--- src/rtl/write_merge_buffer.sv ---
// Single-line write-coalescing buffer: merges byte-enabled word stores into one
// line and drains it downstream on a tag change or an explicit flush.
//
// state   | meaning
// --------+----------------------------------------------------------------
// S_EMPTY | no dirty bytes; any store is accepted, non-zero enables open a line
// S_HOLD  | line open; same-tag stores merge, other-tag store or flush drains
// S_DRAIN | line_write asserted with frozen contents until line_resp
module write_merge_buffer #(
    parameter int WORD_W = 16,
    parameter int LINE_W = 128,
    parameter int ADDR_W = 16
) (
    input  logic                  clk,
    input  logic                  reset,
    input  logic                  mem_write,
    input  logic [ADDR_W-1:0]     mem_address,
    input  logic [WORD_W-1:0]     mem_wdata,
    input  logic [WORD_W/8-1:0]   mem_byte_enable,
    input  logic                  flush,
    output logic                  mem_resp,
    output logic                  line_write,
    output logic [ADDR_W-1:0]     line_address,
    output logic [LINE_W-1:0]     line_wdata,
    output logic [LINE_W/8-1:0]   line_byte_mask,
    input  logic                  line_resp,
    output logic                  valid
);

    localparam int BPW      = WORD_W / 8;
    localparam int LBYTES   = LINE_W / 8;
    localparam int WORDS    = LINE_W / WORD_W;
    localparam int OFFSET_W = $clog2(LBYTES);
    localparam int WIDX_W   = $clog2(WORDS);
    localparam int BOFF_W   = $clog2(BPW);
    localparam int TAG_W    = ADDR_W - OFFSET_W;

    typedef enum logic [1:0] {
        S_EMPTY = 2'd0,
        S_HOLD  = 2'd1,
        S_DRAIN = 2'd2
    } state_t;

    state_t              r_state;
    state_t              w_state_nxt;
    logic [TAG_W-1:0]    r_tag;
    logic [LINE_W-1:0]   r_data;
    logic [LBYTES-1:0]   r_mask;
    logic                r_resp;

    logic [TAG_W-1:0]    w_tag;
    logic [WIDX_W-1:0]   w_widx;
    logic                w_tag_hit;
    logic                w_req;
    logic                w_any_be;
    logic                w_accept;
    logic                w_merge;
    logic                w_load_tag;
    logic                w_clear;
    logic [LINE_W-1:0]   w_data_mrg;
    logic [LBYTES-1:0]   w_mask_mrg;
    logic                w_unused;

    assign w_tag     = mem_address[ADDR_W-1:OFFSET_W];
    assign w_widx    = mem_address[OFFSET_W-1:BOFF_W];
    assign w_tag_hit = (r_tag == w_tag);
    // The resp cycle still shows the request just accepted, so it is masked out.
    assign w_req     = mem_write & ~r_resp;
    assign w_any_be  = |mem_byte_enable;
    assign w_unused  = &{1'b0, mem_address};

    always_comb begin
        w_data_mrg = r_data;
        w_mask_mrg = r_mask;
        for (int j = 0; j < WORDS; j++) begin
            for (int i = 0; i < BPW; i++) begin
                if (w_widx == WIDX_W'(j) && mem_byte_enable[i]) begin
                    w_data_mrg[(j*BPW+i)*8 +: 8] = mem_wdata[i*8 +: 8];
                    w_mask_mrg[j*BPW+i]          = 1'b1;
                end
            end
        end
    end

    always_comb begin
        w_state_nxt = r_state;
        w_accept    = 1'b0;
        w_merge     = 1'b0;
        w_load_tag  = 1'b0;
        w_clear     = 1'b0;
        case (r_state)
            S_EMPTY: begin
                if (w_req) begin
                    w_accept = 1'b1;
                    if (w_any_be) begin
                        w_merge     = 1'b1;
                        w_load_tag  = 1'b1;
                        w_state_nxt = S_HOLD;
                    end
                end
            end
            S_HOLD: begin
                if (flush) begin
                    w_state_nxt = S_DRAIN;
                end else if (w_req) begin
                    if (w_tag_hit) begin
                        w_accept = 1'b1;
                        w_merge  = 1'b1;
                    end else begin
                        w_state_nxt = S_DRAIN;
                    end
                end
            end
            S_DRAIN: begin
                if (line_resp) begin
                    w_clear     = 1'b1;
                    w_state_nxt = S_EMPTY;
                end
            end
            default: begin
                w_state_nxt = S_EMPTY;
            end
        endcase
    end

    always_ff @(posedge clk) begin
        if (reset) begin
            r_state <= S_EMPTY;
            r_tag   <= '0;
            r_data  <= '0;
            r_mask  <= '0;
            r_resp  <= 1'b0;
        end else begin
            r_state <= w_state_nxt;
            r_resp  <= w_accept;
            if (w_clear) begin
                r_tag  <= '0;
                r_data <= '0;
                r_mask <= '0;
            end else if (w_merge) begin
                r_data <= w_data_mrg;
                r_mask <= w_mask_mrg;
                if (w_load_tag) begin
                    r_tag <= w_tag;
                end
            end
        end
    end

    assign mem_resp       = r_resp;
    assign line_write     = (r_state == S_DRAIN);
    assign valid          = (r_state != S_EMPTY);
    assign line_address   = {r_tag, {OFFSET_W{1'b0}}};
    assign line_wdata     = r_data;
    assign line_byte_mask = r_mask;

endmodule

--- config.mk ---
export PLATFORM = sky130hd
export DESIGN_NAME = write_merge_buffer
export DESIGN_NICKNAME = d
export VERILOG_FILES = /design/src/rtl/write_merge_buffer.sv
export SDC_FILE = /design/constraint.sdc
export NUM_CORES = 1
export LEC_CHECK = 0
export ABC_AREA = 1
export CORE_MARGIN = 3
export CORE_UTILIZATION = 44
export CTS_BUF_LIST = sky130_fd_sc_hd__clkbuf_8
export CTS_CLUSTER_SIZE = 16
export DETAILED_ROUTE_END_ITERATION = 12
export PLACE_DENSITY_LB_ADDON = 0.3
export SYNTH_ARGS = -nofsm -noshare
export SYNTH_HDL_FRONTEND = slang
export SYNTH_SLANG_ARGS = --single-unit
--- constraint.sdc ---
create_clock -name clk -period 1.46 [get_ports clk]
set_input_delay 0.146 -clock clk [delete_from_list [all_inputs] [get_ports clk]]
set_output_delay 0.146 -clock clk [all_outputs]
set_load 0.005 [all_outputs]
; ---- Word level (Yosys, flattened, before mapping)
; Cells that the tools add are included.
[classes]
n_eq_ne = 15
n_mux = 18
bitwise_logic = 2
reduce_logical = 39
[op_table]
columns = op, count
row1 = AND reduction 2 bit, 17
row2 = logical AND 1 bit, 16
row3 = equality test 12 bit, 1
row4 = "equality test 3 bit, second input constant", 4
row5 = two-way mux 2 bit, 6
row6 = two-way mux 1 bit, 9
row7 = "equality test 3 x 2 -> 1 bit, second input constant", 2
row8 = "inequality test 3 bit, second input constant", 2
row9 = case mux 2 bit (3 select lines), 1
row10 = AND reduction 5 bit, 1
row11 = "inequality test 2 bit, second input constant", 2
row12 = case mux 1 bit (2 select lines), 2
row13 = OR reduction 2 bit, 2
row14 = "equality test 3 x 1 -> 1 bit, second input constant", 1
row15 = zero test 3 bit, 1
row16 = "equality test 2 x 1 -> 1 bit, second input constant", 1
row17 = "equality test 2 bit, second input constant", 1
row18 = zero test 2 bit, 1
row19 = "inequality test 2 x 1 -> 1 bit, second input constant", 1
row20 = nonzero test 2 bit, 1
row21 = bitwise AND 1 bit, 1
row22 = NOT 1 bit, 1
[totals]
ff_bits = 159
in_bits = 39
wordCells = 109

; ---- Longest topological paths before layout
[logic_depth]
word_depth = 6
depth_mapped = 13
depth_no_buf = 11

; ---- Least setup slack after synthesis
; Ideal clock, no wire load.
[synth_timing]
kind = reg2reg
start = reg r_tag[8]
end = reg r_data[100], in the netlist line_wdata[100]
setup_time_ns = 0.115
t_arrival_ns = 1.396
path_slack_ns = -0.052
path_stages_with_launch = 14
synth_period_minus_slack_ns = 1.512
path_cell_list = dfxtp_1 inv_1 nand2_1 nand2_1 nor2_1 nand2_1 nor2_1 nand3_1 nand2_1 buf_2 buf_2 nand3_1 nand2_1 nor2_1
[synth_via]
elab_chain_cells = 6
[synth_lines]
columns = element, line_no
row1 = from (decl), 46  ; logic [TAG_W-1:0] r_tag;
row2 = from (signal assigned), 144  ; r_tag <= w_tag;
row3 = equality test 12 bit, 66  ; assign w_tag_hit = (r_tag == w_tag);
row4 = two-way mux 1 bit, 106  ; if (w_tag_hit) begin
row5 = two-way mux 1 bit, 105  ; end else if (w_req) begin
row6 = two-way mux 1 bit, 103  ; if (flush) begin
row7 = case mux 1 bit (2 select lines), 91  ; case (r_state)
row8 = AND reduction 2 bit (no source line), n/a
row9 = to (signal assigned), 141  ; r_data <= w_data_mrg;
row10 = to (decl), 47  ; logic [LINE_W-1:0] r_data;
; No other way between the ends.
; A chain may end at the register's enable or synchronous reset.

; ---- Worst setup path after layout
[layout_timing]
start = reg r_tag[9]
end = reg r_data[124], in the netlist line_wdata[124]
; Same word-level chain as after synthesis.

==> run_results.csv <==
group,metric,value,unit
outcome,result_of_the_run,"complete, but fails checks",
outcome,violations_in_the_final_reports,"negative setup slack",
worst_setup_path,crit_path_start_kind,"flip-flop",
placed_design,detailedPlacementHpwl,14500,microns
sta,max_freq,534,MHz
cts,max-clock-path-buffers,2,
sta,finalCritPeriodShare,128,%
cts,clock_transition_at_the_register_clock_pins_on_the_worst_setup_and_hold_paths_after_cts,90,ps
cts,cts_num_sinks,159,
pwr,power_density,910,nW/um^2
cts,clock_root_buffer,"sky130_fd_sc_hd__clkbuf_8",
floorplan,die_height,129,microns
cts,cts_tree,"built",
grt,first_pass_grt_wire_length,33000,microns
sta,final.min_clock_period,1870,ps
sta,tightestPinTransition,641,ps
cells_and_area,sequential_cell_area,3290,sq um
sta,slew_headroom,57.2,%
detailed_routing,dr.first_iter.drc_count,758,
worst_setup_path,critical_path.endpoint_type,"flip-flop",
cells_and_area,design_area,11400,sq um
sta,setup_violations,157,
floorplan,fp.dieArea,16600,sq um
worst_setup_path,critical_path.max_fanout,6,
sta,report.final.slew_viol_count,0,
cts,cts-htree-levels,4,
grt,number_of_antenna_violations_at_the_first_check_in_global_routing,0,
detailed_routing,num_vias,7668,
min_path,worst_hold_startpoint,"mem_address[6]",
cells_and_area,syn_to_final_growth,71.4,%
synthesis,ys.warnings.count,0,
detailed_routing,first_pass_iters,6,
cts,clk-insertion-delay-late,470,ps
detailed_routing,route.detailed.drc,0,
worst_setup_path,worst_r2r_startpoint,"r_tag[9]$_SDFFE_PP0P_",
cts,number_of_buffers_created_by_cts,17,
grt,groute.usage.overall,25.5,%
cells_and_area,final_util,77.7,%
worst_setup_path,setup.reg_to_reg.worst_slack,-410,ps
worst_setup_path,critical_path_arrival,2240,ps
cts,post_cts_hold_buffer_count,0,
sta,total_negative_setup_slacks,-48210,ps
min_path,holdPathEnd,"r_tag[2]$_SDFFE_PP0P_",
grt,largest_net_degree_at_the_start_of_global_routing,37,
floorplan,floorplan.io_pins,202,
sta,clock_skew,9.08,ps
floorplan,fp.coreArea,14600,sq um
synthesis,synth.ff_latch_count,159,
worst_setup_path,rr_endpoint,"line_wdata[124]$_SDFFE_PP0P_",
floorplan,die_w,129,microns
detailed_routing,post_drt_via_cell_ratio,5.51,
floorplan,start_util,45.3,%
pwr,ir_drop,798,uV
synthesis,postSynthCellCount,932,
synthesis,post_synth_num_cell_types,19,
detailed_routing,post_drt_wl_per_cell,19.0,microns
grt,via_count_of_the_first_global_routing_pass,6207,
worst_setup_path,rr_worst_depth,13,
cells_and_area,design.final.nets,1233,
placed_design,place.port_buffers,196,
cells_and_area,fillers,970,
sta,setup_ws,-414,ps
worst_setup_path,timing.setup.critical_path_class,"reg -> reg",
cells_and_area,drive_gt1_share,28.6,%
detailed_routing,routed_wirelength,26400,microns
cells_and_area,multi_input_comb_area,3420,sq um
detailed_routing,antenna_violating_nets_post_route,0,
synthesis,seq_area_frac_synth,48.0,%
sta,count_of_endpoints_failing_hold_in_the_final_timing_report,0,
min_path,hold_class,"in -> reg",
worst_setup_path,critical_path_required,1820,ps
synthesis,post_synth.cell_area_avg,7.12,sq um
synthesis,post_synth_instance_area,6640,sq um
sta,setup_repair_after_global_routing_missed_its_margin,"true",
pwr,power_leakage,6.78,nW
cells_and_area,antennaDiodeCount,0,
placed_design,place_congestion,0.828,
grt,residual_overflow_from_global_routing,0,
min_path,min_delay_path_depth,3,
run,cap_viol_max_count,0,
floorplan,placementRows,44,
placed_design,postPlaceCellArea,9300,sq um
==> per-layer routing <==
metal	part of all wire, %	routed length, microns	global-route usage (%)	vias to the layer above
li1	-	-	-	3565
met1	37	9850	31.7	3560
met2	48	12800	41.7	431
met3	9.4	2490	8.26	112
met4	5.0	1310	8.89	0
met5	0	0	0	-
==> synthesized netlist by cell type <==
| cell | instances | area, sq um |
|---|---|---|
| sky130_fd_sc_hd__inv_2 | 3 | 11.3 |
| sky130_fd_sc_hd__buf_12 | 1 | 20.0 |
| sky130_fd_sc_hd__inv_1 | 44 | 165 |
| sky130_fd_sc_hd__nand2_1 | 167 | 627 |
| sky130_fd_sc_hd__nand3_1 | 143 | 716 |
| sky130_fd_sc_hd__o21a_1 | 1 | 7.51 |
| sky130_fd_sc_hd__dfxtp_1 | 159 | 3180 |
| sky130_fd_sc_hd__buf_2 | 16 | 80.1 |
| sky130_fd_sc_hd__buf_4 | 11 | 82.6 |
| sky130_fd_sc_hd__buf_6 | 8 | 90.1 |
| sky130_fd_sc_hd__nor2_2 | 1 | 6.26 |
| sky130_fd_sc_hd__clkbuf_1 | 22 | 82.6 |
| sky130_fd_sc_hd__nor2_1 | 170 | 638 |
| sky130_fd_sc_hd__buf_1 | 11 | 41.3 |
| sky130_fd_sc_hd__o21ai_0 | 11 | 55.1 |
| sky130_fd_sc_hd__conb_1 | 1 | 3.75 |
| sky130_fd_sc_hd__xnor2_1 | 3 | 26.3 |
| sky130_fd_sc_hd__nand4_1 | 1 | 6.26 |
| sky130_fd_sc_hd__a21oi_1 | 159 | 796 |
==> timing repair <==
action	CTS	global route
gates cloned	3	27
endpoints found under the setup margin	297	287
gates resized for setup	71	307
pin swaps	3	50
buffers inserted	7	4
==> cell families (layout without fill, tap and decap cells) <==
family | Yosys count | after routing | share of synthesized area [%]
flip-flops | 159 | 159 | 48.0
XOR/XNOR | 3 | 3 | 0.396
other | 1 | 4 | 0.0565
AO/OA/AOI/OAI | 171 | 171 | 12.9
buffers and inverters | 116 | 387 | 8.63
AND/OR/NAND/NOR | 482 | 483 | 30.0
==> flip-flops by register name (all words and copies together) (netlist names) <==
register and count:
line_wdata 128, mem_resp 1, r_tag 12, r_state 2, line_byte_mask 16
==> area by class of cell <==
type	instances	share of cell area (%)
timing repair buffer	308	33.6
multi-input combinational	661	30.1
sequential	159	28.9
clock buffer	21	2.54
tap	184	2.02
inverter	47	1.57
clock inverter	11	1.23
==> cells in the final DEF, fill, tap and decap left out, types with 6 or more instances in the layout <==
master	Yosys	final
sky130_fd_sc_hd__a21oi_1	159	149
sky130_fd_sc_hd__a21oi_2	0	10
sky130_fd_sc_hd__buf_12	1	23
sky130_fd_sc_hd__buf_4	11	56
sky130_fd_sc_hd__buf_6	8	10
sky130_fd_sc_hd__buf_8	0	8
sky130_fd_sc_hd__clkbuf_16	0	20
sky130_fd_sc_hd__clkbuf_8	0	21
sky130_fd_sc_hd__clkdlybuf4s50_1	0	40
sky130_fd_sc_hd__dfxtp_1	159	74
sky130_fd_sc_hd__dfxtp_2	0	85
sky130_fd_sc_hd__dlygate4sd2_1	0	24
sky130_fd_sc_hd__dlymetal6s2s_1	0	126
sky130_fd_sc_hd__inv_1	44	41
sky130_fd_sc_hd__inv_2	3	8
sky130_fd_sc_hd__nand2_1	167	156
sky130_fd_sc_hd__nand2_2	0	10
sky130_fd_sc_hd__nand3_1	143	72
sky130_fd_sc_hd__nand3_2	0	65
sky130_fd_sc_hd__nand3_4	0	6
sky130_fd_sc_hd__nor2_1	170	161
sky130_fd_sc_hd__nor2_2	1	9
sky130_fd_sc_hd__o21ai_0	11	10
==> metrics by stage <==
step / instances / hold slack (ps) / power, W / setup WS, ps
floorplan: 935 / 215 / 0.00543 / -4.74
finish: 1391 / 298 / 0.0104 / -414
CTS: 1363 / 272 / 0.00976 / -238
global placement: 1321 / 447 / 0.00619 / -559
detailed placement: 1321 / 456 / 0.00620 / -569
global route: 1391 / 297 / 0.0107 / -536
==> worst max-delay path by stage <==
stage          slack [ps]                           end                     from  cells past startpoint
3_5_place_dp         -570   line_wdata[56]$_SDFFE_PP0P_           mem_address[9]                     14
3_3_place_gp         -560   line_wdata[14]$_SDFFE_PP0P_           mem_address[9]                     14
5_1_grt              -540   line_wdata[13]$_SDFFE_PP0P_    r_tag[9]$_SDFFE_PP0P_                     13
6_report             -410  line_wdata[124]$_SDFFE_PP0P_    r_tag[9]$_SDFFE_PP0P_                     13
2_1_floorplan          -5   line_wdata[56]$_SDFFE_PP0P_    r_tag[1]$_SDFFE_PP0P_                     13
4_1_cts              -240                         valid  r_state[0]$_SDFFE_PP0P_                      5
==> power breakdown <==
part	total [W]	internal, W	switching, W
sequential	0.00452	0.00445	0.0000727
combinational	0.00226	0.00112	0.00114
clock	0.00356	0.00186	0.00170
total	0.0104	0.00743	0.00292
==> worst max-delay path, cell delays in order (launching register included) <==
cell and delay [ps]:
sky130_fd_sc_hd__dfxtp_2 370, sky130_fd_sc_hd__inv_2 40, sky130_fd_sc_hd__nand2_1 50, sky130_fd_sc_hd__nand2_1 50, sky130_fd_sc_hd__nor2_1 130, sky130_fd_sc_hd__nand2_1 100
sky130_fd_sc_hd__nor2_4 150, sky130_fd_sc_hd__nand3_4 140, sky130_fd_sc_hd__nand2_8 160, sky130_fd_sc_hd__clkbuf_16 200, sky130_fd_sc_hd__clkbuf_16 150, sky130_fd_sc_hd__nand3_1 80
sky130_fd_sc_hd__nand2_1 80, sky130_fd_sc_hd__nor2_1 40
No activity file was read; power rests on OpenSTA's default activity.
